===== config.mk =====
export PLATFORM = sky130hd
export DESIGN_NAME = fetch_unit
export DESIGN_NICKNAME = d
export VERILOG_FILES = /design/src/rtl/fetch_unit.sv
export SDC_FILE = /design/constraint.sdc
export NUM_CORES = 1
export LEC_CHECK = 0
export ABC_AREA = 0
export BUFFER_PORTS_ARGS = -buffer_cell sky130_fd_sc_hd__buf_2
export CAP_MARGIN = 25
export CORE_MARGIN = 3
export CORE_UTILIZATION = 30
export CTS_CLUSTER_SIZE = 28
export DETAILED_ROUTE_END_ITERATION = 8
export PLACE_DENSITY = 0.58
export SLEW_MARGIN = 20
export SYNTH_ARGS = -nofsm -noshare
export SYNTH_HDL_FRONTEND = slang
export SYNTH_SLANG_ARGS = --single-unit

===== constraint.sdc =====
create_clock -name clk -period 3.3 [get_ports clk]
set_input_delay 0.33 -clock clk [delete_from_list [all_inputs] [get_ports clk]]
set_output_delay 0.33 -clock clk [all_outputs]
set_load 0.03 [all_outputs]

===== src/rtl/fetch_unit.sv =====
// Instruction fetch stage: owns the PC, drives a 1-cycle-latency instruction
// memory and registers each returned word with its PC into the IF/ID register.
//
// state | meaning
// RUN   | issuing addresses and delivering words to IF/ID
// HALT  | a zero word was fetched; fetch is parked until a redirect
module fetch_unit #(
    parameter int unsigned RESET_PC     = 0,
    parameter int unsigned MEM_DEPTH    = 256,
    parameter bit          HALT_ON_ZERO = 1'b1
) (
    input  logic        clk,
    input  logic        rst,
    input  logic        stall,
    input  logic        redirect,
    input  logic [31:0] redirect_pc,
    output logic [31:0] mem_addr,
    input  logic [31:0] mem_data,
    output logic [31:0] ifid_instr,
    output logic [31:0] ifid_pc,
    output logic        ifid_valid,
    output logic        halted,
    output logic [31:0] instr_count
);

    localparam int AW = $clog2(MEM_DEPTH);
    localparam logic [AW-1:0] RESET_PC_W = RESET_PC[AW-1:0];

    typedef enum logic {RUN, HALT} state_t;

    state_t        state;
    logic [AW-1:0] pc;
    logic [AW-1:0] fetch_pc_q;
    logic          fetch_vld_q;
    logic [AW-1:0] ifid_pc_q;
    logic [AW-1:0] addr_sel;
    logic          halt_hit;
    logic          unused_redirect_hi;

    assign unused_redirect_hi = ^redirect_pc[31:AW];

    // While stalled or halted, re-read the in-flight word so mem_data stays stable.
    assign addr_sel = (state == RUN && !stall) ? pc : fetch_pc_q;
    assign mem_addr = {{(32-AW){1'b0}}, addr_sel};
    assign ifid_pc  = {{(32-AW){1'b0}}, ifid_pc_q};
    assign halted   = (state == HALT);
    assign halt_hit = fetch_vld_q && HALT_ON_ZERO && (mem_data == 32'h0);

    always_ff @(posedge clk) begin
        if (!rst) begin
            state       <= RUN;
            pc          <= RESET_PC_W;
            fetch_pc_q  <= '0;
            fetch_vld_q <= 1'b0;
            ifid_instr  <= '0;
            ifid_pc_q   <= '0;
            ifid_valid  <= 1'b0;
            instr_count <= '0;
        end else if (state == HALT) begin
            ifid_valid <= 1'b0;
            if (redirect) begin
                pc          <= redirect_pc[AW-1:0];
                fetch_vld_q <= 1'b0;
                state       <= RUN;
            end
        end else begin
            if (redirect) begin
                pc          <= redirect_pc[AW-1:0];
                fetch_vld_q <= 1'b0;
                ifid_valid  <= 1'b0;
            end else if (stall) begin
                state <= RUN;
            end else if (halt_hit) begin
                state       <= HALT;
                ifid_valid  <= 1'b0;
                fetch_vld_q <= 1'b0;
            end else begin
                ifid_instr  <= mem_data;
                ifid_pc_q   <= fetch_pc_q;
                ifid_valid  <= fetch_vld_q;
                fetch_pc_q  <= pc;
                fetch_vld_q <= 1'b1;
                pc          <= pc + AW'(1);
                if (fetch_vld_q) begin
                    instr_count <= instr_count + 32'd1;
                end
            end
        end
    end

endmodule

==> flow_summary_export.csv <==
group,metric,value,unit
cells_and_area,mostFrequentLayoutCell,"buf_2",
setup_path,critPathLaunchType,"input pin",
global_route,grt_use_met1,18.50,%
synthesis,yosysUniqueCellTypes,53,
drt,viasPerCell,4.910,
synthesis,synth_edf_count,0,
place,dp_slack,0.5499,ns
run,max_cap_violations,0,
cells_and_area,num_antenna_cells,0,
setup_path,cp_data_required_time,3.52,ns
timing,layout_setup_ws,0.9851,ns
synthesis,async_reset_ff_share,0,%
timing,period_share,70.15,%
synthesis,syn_area,0.004441,mm^2
hold_path,hold_depth,3,
power_and_ir_drop,p_sw,0.6892,mW
clocking,clock_path_buffers,2,
cells_and_area,nets,721,
global_route,grt_max_degree,57,
cells_and_area,final_layout_size_suffix_gt1_share,25.91,%
die,chipWidth,127.7,um
cells_and_area,fin_util,37.55,%
drt,ant_nets,0,
timing,rsz0062_at_grt,"no",
synthesis,syn_area_per_cell,8.193,um^2
outcome,status,"completed",
clocking,cts_buffers,9,
drt,routed_wl,11700,um
hold_path,holdCritPathClass,"in -> reg",
synthesis,synth-main-ff-cell,"dfxtp_1",
timing,fmax,0.4320,GHz
clocking,htreeDepth,3,
die,die_h,127.7,um
timing,hold_viol,0,
setup_path,rrSetupSlack,1.14,ns
clocking,cts_tree,"yes",
setup_path,reg2reg_depth,5,
hold_path,hp-start,"mem_data[11]",
synthesis,synthAdderAreaFrac,0.5635,%
global_route,antenna_found_initial,1,
power_and_ir_drop,pwr-share-clk,40.1,%
global_route,met2_usage,22.24,%
global_route,grt_use_met3,4.667,%
power_and_ir_drop,ir_drop,0.2254,mV
clocking,cts_setup_buffers,0,
die,rows,43,
synthesis,synth_top_family_by_area,"simple AND/OR/NAND/NOR gates",
synthesis,synth_compound_area_share,16.40,%
power_and_ir_drop,p_leak,2.228,nW
synthesis,yosys.area_share.simple,24.43,%
synthesis,ys_seq_elements,91,
die,coreArea,0.01420,mm^2
place,dpl.hpwl,8496,um
clocking,cts_root_buffer,"clkbuf_16",
synthesis,syn_inst,542,
timing,fin_worst_skew,0.006161,ns
setup_path,rr_startpoint,"halted",
clocking,ctsResizeCount,0,
drt,drtIter0Drc,250,
power_and_ir_drop,combPwrFrac,12.3,%
setup_path,cp-startpoint,"mem_data[31]",
drt,wl_per_cell,13.99,um
synthesis,synth-xor-area-share,2.761,%
power_and_ir_drop,power_per_cell_area,454.4,mW/mm^2
timing,slew_viol_final,0,
global_route,grt.busiest_layer,"met2",
power_and_ir_drop,switching_share,28.44,%
setup_path,path_class,"in -> reg",
die,num_io_pins,198,
clocking,cts_hold_buffers,0,
place,portBuffers,125,
synthesis,ys_warn_count,0,
cells_and_area,final_cell_mix,"buf_2 (124), dfxtp_1 (91), o21ai_0 (68)",
die,dieArea,0.01630,mm^2
global_route,grt_pass1_vias,3631,
synthesis,seq_area_frac_synth,41.03,%
global_route,grt_overflow,0,
setup_path,cp_max_fo,49,
timing,finalSetupTns,0,ns
power_and_ir_drop,p_total,2.424,mW
clocking,clk_latency,0.34,ns
hold_path,min_to,"ifid_instr[11]",
power_and_ir_drop,seq_power_share,47.5,%
drt,drc,0,
timing,slew_headroom,47.98,%
timing,fin_crit,2.315,ns
clocking,clkTransAtPathRegs,0.07,ns
drt,drt_pass1_iterations,4,
cells_and_area,nFillCells,1475,
setup_path,rr_endpoint,"instr_count[26]",
synthesis,synth.area.mux_share,2.705,%
clocking,clkSinkCount,91,
setup_path,end_kind,"register",
drt,vias,4105,
timing,setup_viol,0,
place,globalplace.congestion,0.8140,
cells_and_area,synthToLayoutAreaGrowth,20.12,%
power_and_ir_drop,p_int,1.735,mW
timing,worst_slew_pin_slew,0.7803,ns
setup_path,arrival,2.53,ns
die,start_util,31.26,%
global_route,grt_first_pass_wirelength,18450,um
global_route,grt.total_usage,14.06,%
## power by group through the flow
stage          Sequential [mW]  Combinational, mW  Clock [mW]
6_report                  1.15              0.299       0.973
5_1_grt                   1.16              0.325        1.06
4_1_cts                   1.15              0.299        1.01
3_5_place_dp              1.18              0.298           0
3_3_place_gp              1.18              0.296           0
2_1_floorplan             1.21              0.218           0
## kinds of logic after synthesis
logic type | count (synthesis)
AOI/OAI and AO/OA | 124
xor gates and xnor gates | 14
adders and majority gates | 2
buffers and inverters | 92
DFF | 91
muxes | 11
other | 1
and+or+nand+nor | 207
## sequential cells by signal, summed over array words and instances, names as in the netlist
| signal | count |
|---|---|
| halted | 1 |
| instr_count | 32 |
| ifid_instr | 32 |
| fetch_vld_q | 1 |
| fetch_pc_q | 8 |
| ifid_valid | 1 |
| pc | 8 |
| ifid_pc_q | 8 |
## worst max path at each step
stage	endpoint	slack, ns
detailed placement	fetch_pc_q[7]	0.55
CTS	fetch_pc_q[7]	0.92
finish	ifid_pc_q[6]	0.99
global route	fetch_pc_q[7]	0.74
global placement	fetch_pc_q[7]	0.54
floorplan	instr_count[28]	1.14
## synth_stat cells, drive strengths merged (11+ instances only)
| master | count | area, um^2 |
|---|---|---|
| a21oi | 22 | 110.1 |
| nand3 | 56 | 280.3 |
| o211ai | 11 | 87.58 |
| nand2 | 61 | 229.0 |
| buf | 60 | 407.9 |
| xor2 | 12 | 105.1 |
| nor4 | 11 | 68.82 |
| or3 | 12 | 77.57 |
| dfxtp | 91 | 1822 |
| o21ai | 69 | 345.3 |
| nor2 | 24 | 90.09 |
| clkbuf | 21 | 80.07 |
## routing by layer
| layer | share of wire (%) | wire length [um] |
|---|---|---|
| met1 | 46 | 5375 |
| met2 | 46 | 5403 |
| met3 | 6.8 | 795 |
| met4 | 0.95 | 111 |
| met5 | 0.11 | 13 |
## cell type report
type / instances / area (um^2) / share of cell area (%)
Tap cell: 180 / 225.2 / 4.222
Inverter: 10 / 37.54 / 0.7037
Sequential cell: 91 / 1822 / 34.15
Timing Repair Buffer: 133 / 708.2 / 13.28
Clock inverter: 5 / 36.28 / 0.6803
Multi-Input combinational cell: 406 / 2262 / 42.41
Clock buffer: 11 / 242.7 / 4.551
## critical path, stage by stage
cell and delay (ns):
buf_2 0.10, nor4_1 0.44, nand4_1 0.41, o311a_2 0.75, buf_12 0.29, nand3_1 0.09, o21ai_0 0.08
## stage by stage
step / hold WS (ns) / cell area (um^2) / instances
finish: 0.2167 / 5334 / 836
global route: 0.2116 / 5334 / 836
CTS: 0.2018 / 5319 / 835
detailed placement: 0.4494 / 5040 / 819
global placement: 0.4436 / 5040 / 819
floorplan: 0.4468 / 4617 / 589
No activity file was read; power rests on OpenSTA's default activity.
